[src/rtl/rc_req_sched.sv]
// Ring-controller request buffer: up to BUF_MSB+1 pending requests, oldest-first issue per class
// (port 0 = read responses, port 1 = other commands). Optional ring credit gating: RC_SCHED_CREDIT_EN.
module rc_req_sched #(
  parameter int BUF_MSB      = 3,
  parameter int DATA_W       = 32,
  parameter int RING_CREDITS = 4
) (
  input  logic                              Clk,
  input  logic                              Rst,
  input  logic                              InValid,
  output logic                              InReady,
  input  logic                              InRdRsp,
  input  logic [DATA_W-1:0]                 InData,
  output logic                              Out0Valid,
  input  logic                              Out0Ready,
  output logic [DATA_W-1:0]                 Out0Data,
  output logic                              Out1Valid,
  input  logic                              Out1Ready,
  output logic [DATA_W-1:0]                 Out1Data,
  input  logic                              CreditRet,
  output logic [$clog2(RING_CREDITS+1)-1:0] CreditCnt,
  output logic [$clog2(BUF_MSB+2)-1:0]      Occupancy
);

  localparam int NE = BUF_MSB + 1;
  localparam int IW = (NE > 1) ? $clog2(NE) : 1;
  localparam int CW = $clog2(RING_CREDITS + 1);
  localparam int OW = $clog2(BUF_MSB + 2);

  // Handshake rule for every port here: a transfer happens on a rising Clk
  // edge where valid and ready are both 1; valid and data never change while
  // valid is high and ready is low, and valid never depends on ready.
  typedef enum logic {P_IDLE, P_BUSY} port_state_e;

  logic [NE-1:0]         valid_q, valid_d;
  logic [NE-1:0]         lock_q, lock_d;
  logic [NE-1:0]         rd_q;
  logic [DATA_W-1:0]     data_q [NE];
  // older_q[i][j] = 1 means slot i is older than slot j
  logic [NE-1:0][NE-1:0] older_q, older_d;

  port_state_e           state_q [2];
  port_state_e           state_d [2];
  logic [IW-1:0]         idx_q   [2];
  logic [DATA_W-1:0]     out_data_q [2];

  logic [NE-1:0]         cand    [2];
  logic [IW-1:0]         sel     [2];
  logic                  hs      [2];
  logic                  latch   [2];
  logic                  gate    [2];
  logic                  port_rdy [2];
  logic                  gate1;

  logic                  alloc;
  logic [IW-1:0]         alloc_idx;
  logic [OW-1:0]         occ;

  function automatic logic [IW-1:0] pick_oldest(input logic [NE-1:0]         m,
                                                input logic [NE-1:0][NE-1:0] older);
    logic [IW-1:0] pick;
    logic          beaten;
    pick = '0;
    for (int i = 0; i < NE; i++) begin
      beaten = 1'b0;
      for (int j = 0; j < NE; j++) begin
        if (m[j] && older[j][i]) beaten = 1'b1;
      end
      if (m[i] && !beaten) pick = IW'(i);
    end
    return pick;
  endfunction

  // Allocation looks only at registered state, so a slot freed this cycle
  // cannot be reused until the next one.
  always_comb begin
    InReady   = ~&valid_q;
    alloc     = InValid && InReady;
    alloc_idx = '0;
    for (int i = NE - 1; i >= 0; i--) begin
      if (!valid_q[i]) alloc_idx = IW'(i);
    end
  end

  always_comb begin
    cand[0]     = valid_q & ~lock_q & rd_q;
    cand[1]     = valid_q & ~lock_q & ~rd_q;
    gate[0]     = 1'b1;
    gate[1]     = gate1;
    port_rdy[0] = Out0Ready;
    port_rdy[1] = Out1Ready;
    for (int p = 0; p < 2; p++) begin
      sel[p]     = pick_oldest(cand[p], older_q);
      hs[p]      = (state_q[p] == P_BUSY) && port_rdy[p];
      latch[p]   = ((state_q[p] == P_IDLE) || hs[p]) && (|cand[p]) && gate[p];
      state_d[p] = state_q[p];
      if (latch[p])   state_d[p] = P_BUSY;
      else if (hs[p]) state_d[p] = P_IDLE;
    end
  end

  // Ports never touch the same slot: the departing one is LOCK, the newly
  // latched one is PEND, and the allocated one is FREE.
  always_comb begin
    valid_d = valid_q;
    lock_d  = lock_q;
    older_d = older_q;
    for (int p = 0; p < 2; p++) begin
      if (hs[p]) begin
        valid_d[idx_q[p]] = 1'b0;
        lock_d[idx_q[p]]  = 1'b0;
      end
      if (latch[p]) lock_d[sel[p]] = 1'b1;
    end
    if (alloc) begin
      valid_d[alloc_idx] = 1'b1;
      older_d[alloc_idx] = '0;
      for (int j = 0; j < NE; j++) begin
        if (IW'(j) != alloc_idx) older_d[j][alloc_idx] = 1'b1;
      end
    end
  end

  always_ff @(posedge Clk) begin
    if (Rst) begin
      valid_q <= '0;
      lock_q  <= '0;
      older_q <= '0;
      for (int p = 0; p < 2; p++) begin
        state_q[p]    <= P_IDLE;
        idx_q[p]      <= '0;
        out_data_q[p] <= '0;
      end
    end else begin
      valid_q <= valid_d;
      lock_q  <= lock_d;
      older_q <= older_d;
      for (int p = 0; p < 2; p++) begin
        state_q[p] <= state_d[p];
        if (latch[p]) begin
          idx_q[p]      <= sel[p];
          out_data_q[p] <= data_q[sel[p]];
        end
      end
    end
  end

  // Payload storage is only meaningful while the slot is valid; no reset needed.
  always_ff @(posedge Clk) begin
    if (alloc) begin
      data_q[alloc_idx] <= InData;
      rd_q[alloc_idx]   <= InRdRsp;
    end
  end

`ifdef RC_SCHED_CREDIT_EN
  logic [CW-1:0] credit_q, credit_d;

  always_comb begin
    credit_d = credit_q;
    if (latch[1] && !CreditRet)
      credit_d = credit_q - CW'(1);
    else if (!latch[1] && CreditRet && (credit_q != CW'(RING_CREDITS)))
      credit_d = credit_q + CW'(1);
  end

  always_ff @(posedge Clk) begin
    if (Rst) credit_q <= CW'(RING_CREDITS);
    else     credit_q <= credit_d;
  end

  assign gate1     = (credit_q != '0);
  assign CreditCnt = credit_q;
`else
  logic unused_credit_ret;
  assign unused_credit_ret = CreditRet;
  assign gate1             = 1'b1;
  assign CreditCnt         = '0;
`endif

  always_comb begin
    occ = '0;
    for (int i = 0; i < NE; i++) occ = occ + OW'(valid_q[i]);
  end

  assign Occupancy = occ;
  assign Out0Valid = (state_q[0] == P_BUSY);
  assign Out1Valid = (state_q[1] == P_BUSY);
  assign Out0Data  = out_data_q[0];
  assign Out1Data  = out_data_q[1];

endmodule

[config.mk]
export PLATFORM = sky130hd
export DESIGN_NAME = rc_req_sched
export DESIGN_NICKNAME = d
export VERILOG_FILES = /design/src/rtl/rc_req_sched.sv
export SDC_FILE = /design/constraint.sdc
export NUM_CORES = 1
export LEC_CHECK = 0
export BUFFER_PORTS_ARGS = -buffer_cell sky130_fd_sc_hd__buf_2
export CORE_ASPECT_RATIO = 0.9
export CORE_MARGIN = 2
export CORE_UTILIZATION = 40
export DETAILED_ROUTE_END_ITERATION = 10
export PLACE_DENSITY_LB_ADDON = 0.1
export SYNTH_ARGS = -nofsm -noshare
export SYNTH_HDL_FRONTEND = slang
export SYNTH_SLANG_ARGS = --single-unit
[constraint.sdc]
create_clock -name Clk -period 5.8 [get_ports Clk]
set_clock_uncertainty 0.2 [all_clocks]
set_input_delay 1.16 -clock Clk [delete_from_list [all_inputs] [get_ports Clk]]
set_output_delay 1.16 -clock Clk [all_outputs]
set_load 0.05 [all_outputs]
==> metrics list <==
- Sequential cells were found to cover 67.4% of the synthesized design area.
- The most used flip-flop cell after synthesis is edfxtp_1.
- The library cells used most frequently in the layout, excluding fill and tap cells, are edfxtp_1 (200), buf_2 (107), nor2_1 (69).
- Counting flops and latches in the post-synthesis netlist gives 222.
- Clock-pin slew was measured on the worst setup and hold paths at 0.06 ns.
- In this run the critical register-to-register path is captured at out_data_q[0][44].
* Max_slew headroom: 20.9%
* Number of buffers added on ports: 107
- Bufs on Longest Clock Path: 3
- Data on the critical path arrives at its endpoint at 2.75 ns.
* HP Class: register to register
- Synth area leaders: edfxtp_1 (63%), mux2i_1 (4.9%), dfxtp_1 (4.6%), a211oi_1 (3.9%), nor2_1 (2.7%)
* Overflow left after global routing: 0
- Total count of hold-check failures in the final report: 0
- STA classifies the critical path endpoint as an output port.
* F_max: 243 MHz
- Worst vdd rail ir drop: 0.215 mV
- The number of gates resized after CTS was 0.
- Critical path class: register to output port
* Antenna violations before repair: 2
- The floorplan has 53 rows.
- Routability-driven placement finished with a final weighted congestion of 0.855.
* Post-DP Area: 10,400 µm²
* Iteration-0 DRC count of the detailed router: 474
- After layout, the worst path uses 70.9% of the clock period.
- In this run the horizontal extent of the chip is 167 µm.
- Core area: 23,400 µm²
* Area of combinational cells with multiple inputs: 2830 µm²
- Effective utilization at floorplan: 40.8%
- The worst hold path begins at older_q[5].
- Setup violations remaining at the end of the flow were counted as 0.
* Area of all placed cells without fillers: 11,200 µm²
- Unrepaired setup endpoints after global routing: no
- Measured in cells, the most critical reg-to-reg path has a length of 5.
- Cell type contributing the most total cell area after synthesis: edfxtp_1
- CTS placed an instance of clkbuf_16 at the clock tree root.
- In this run the register-to-register setup slack is 2.01 ns.
- Area added between synthesis and finish: 17.2%
* Number of buffers inserted to repair setup after CTS: 0
- In this run the static leakage power is 0.00427 µW.
* Final critical-path required period: 4.11 ns
- Power spread over the standard cell area amounts to 349 nW/µm².
- Synthesis produced 710 cells.
- Cell Area, Synth: 9560 µm²
- Max-cap violations in this run came to 0.
* Pin count of the biggest net entering global routing: 38
* Wire length per cell: 22.9 µm
- CTS built an H-tree with a depth of 1.
* Synth warnings: 0
- Antenna violation net count after detailed routing: 0
- Synth async-reset ratio: 0%
- The die is 151 µm tall.
- Number of iterations in the first detailed-routing pass: 4
- Die Area: 25,200 µm²
* Number of sinks handled by clock tree synthesis: 222
- In this run the count of I/O pins placed on the die edge is 112.
- Tot GR Track Use: 20.2%
- The first global-routing pass estimated 38,600 µm of wire.
- Count of flip-flops with a built-in enable after synthesis: 200
* Worst R2R Start: valid_q[1]
* Count of different cell masters after synthesis: 53
- Summed over its instances, the top area cell type makes up 62.8% of the synthesized netlist area.
* Outcome: finished clean
* Count of filler cells inserted in the layout: 2,055
- WL final: 25,700 µm
- Slew at the pin closest to its max-slew limit: 1.19 ns
* WP data required: 4.44 ns
- Final HPWL from detailed placement: 14,400 µm
- Buffers inserted to repair hold after CTS numbered 0.
- Leaving out fill and tap cells, the most frequent cell in the layout is edfxtp_1.
- TritonCTS created 24 clock buffers.
- Number of pins with negative max-slew slack in the final report: 0
* Worst hold path cell count: 1
- TritonCTS clock tree: done
* Setup tns final: 0 ns
* Post-layout net count: 850
* Layout cells sized above 1: 21.2%
- Of all nets on the critical path, the largest fanout is 14.
- Routed via count: 6,553
* CP Launch Type: register
- DRC errors left: 0
- Insertion delay to the later sink of the worst-skew pair: 0.52 ns
- Using the TritonRoute via totals, the vias-per-cell ratio works out to 5.82.
* Synthesized area per cell: 13.5 µm²
- Summing all flip-flop and latch instances after layout gives 6450 µm².
* Endpoint of the worst hold-timing path: older_q[5]
- The via count of the first global-routing pass was 6,685.
[critical path, stage by stage (launching register included)]
cell,delay (ns)
dfxtp_1,0.70
inv_1,0.24
fa_1,0.58
inv_1,0.04
ha_1,0.17
ha_1,0.26
buf_2,0.25
[cell type report]
| cell class | count | area share [%] |
|---|---|---|
| Multi-Input combinational cell | 411 | 25.3 |
| Timing Repair Buffer | 121 | 5.72 |
| Clock buffer | 28 | 5.68 |
| Antenna cell | 2 | 0.0447 |
| Inverter | 26 | 0.871 |
| Clock inverter | 14 | 1.53 |
| Sequential cell | 222 | 57.5 |
| Tap cell | 302 | 3.37 |
[logic make-up (layout without fill, tap and decap cells)]
kind of cell	count (synthesis)	in the layout	share of synthesized area, %
flip-flops	222	222	67.4
AO/OA/AOI/OAI	194	194	14.0
AND/OR/NAND/NOR	162	162	9.15
buffers and inverters	79	189	3.76
multiplexers	47	47	4.92
adder cells (fa/ha/maj)	5	5	0.733
other	1	5	0.0392
[report_power, final]
group	internal (µW)	switching, µW	total [µW]	leakage, µW
Clock	958	598	1560	0.000384
Sequential	1850	45.2	1890	0.00211
Combinational	104	354	458	0.00178
Total	2910	997	3910	0.00427
[how the worst max path moves through the flow]
stage          startpoint                end  slack (ns)  cells past startpoint
2_1_floorplan     InValid       data_q[3][0]        0.93                      2
3_3_place_gp   valid_q[1]  out_data_q[0][33]        2.08                      5
3_5_place_dp   valid_q[1]  out_data_q[0][46]        2.02                      5
4_1_cts        valid_q[0]       Occupancy[1]        1.68                      6
5_1_grt        valid_q[0]       Occupancy[1]        1.56                      6
6_report       valid_q[0]       Occupancy[1]        1.69                      6
[state kept, by name (all words and copies together), names as in the netlist, named ones only]
signal / flops
data_q: 128
idx_q: 4
lock_q: 4
older_q: 6
out_data_q: 64
rd_q: 4
state_q: 2
valid_q: 4
[synthesized netlist by cell type, types with 4 or more instances]
cell      instances
a211oi_1         50
a21o_1           15
a21oi_1          43
a31oi_1           4
and3b_1           4
buf_1             7
buf_2            11
buf_4             7
clkbuf_1         25
dfxtp_1          22
edfxtp_1        200
ha_1              4
inv_1            25
mux2i_1          47
nand2_1          24
nand2b_1          4
nand3_1           8
nand4_1           7
nand4b_1          7
nor2_1           70
nor3_1            4
nor4bb_1         11
o21ai_0          17
o22ai_1          32
o32a_1           17
or3b_2            4
or4_1             4
[routing by layer]
metal / global-route usage, % / share of wire (%)
met5: 0 / 0
met4: 7.41 / 2.4
met3: 3.84 / 6.5
met2: 34.6 / 48
met1: 25.7 / 43
[metrics by stage]
step	hold slack (ns)	instances	total power [µW]	setup WS (ns)	utilization [%]
2_1_floorplan	0.245	712	2240	0.932	-
3_3_place_gp	0.279	1082	2380	2.08	44.4
3_5_place_dp	0.282	1082	2390	2.02	44.4
4_1_cts	0.291	1124	3940	1.68	47.9
5_1_grt	0.325	1124	4030	1.56	47.9
6_report	0.285	1126	3910	1.69	47.9
No activity file was read; power rests on OpenSTA's default activity.
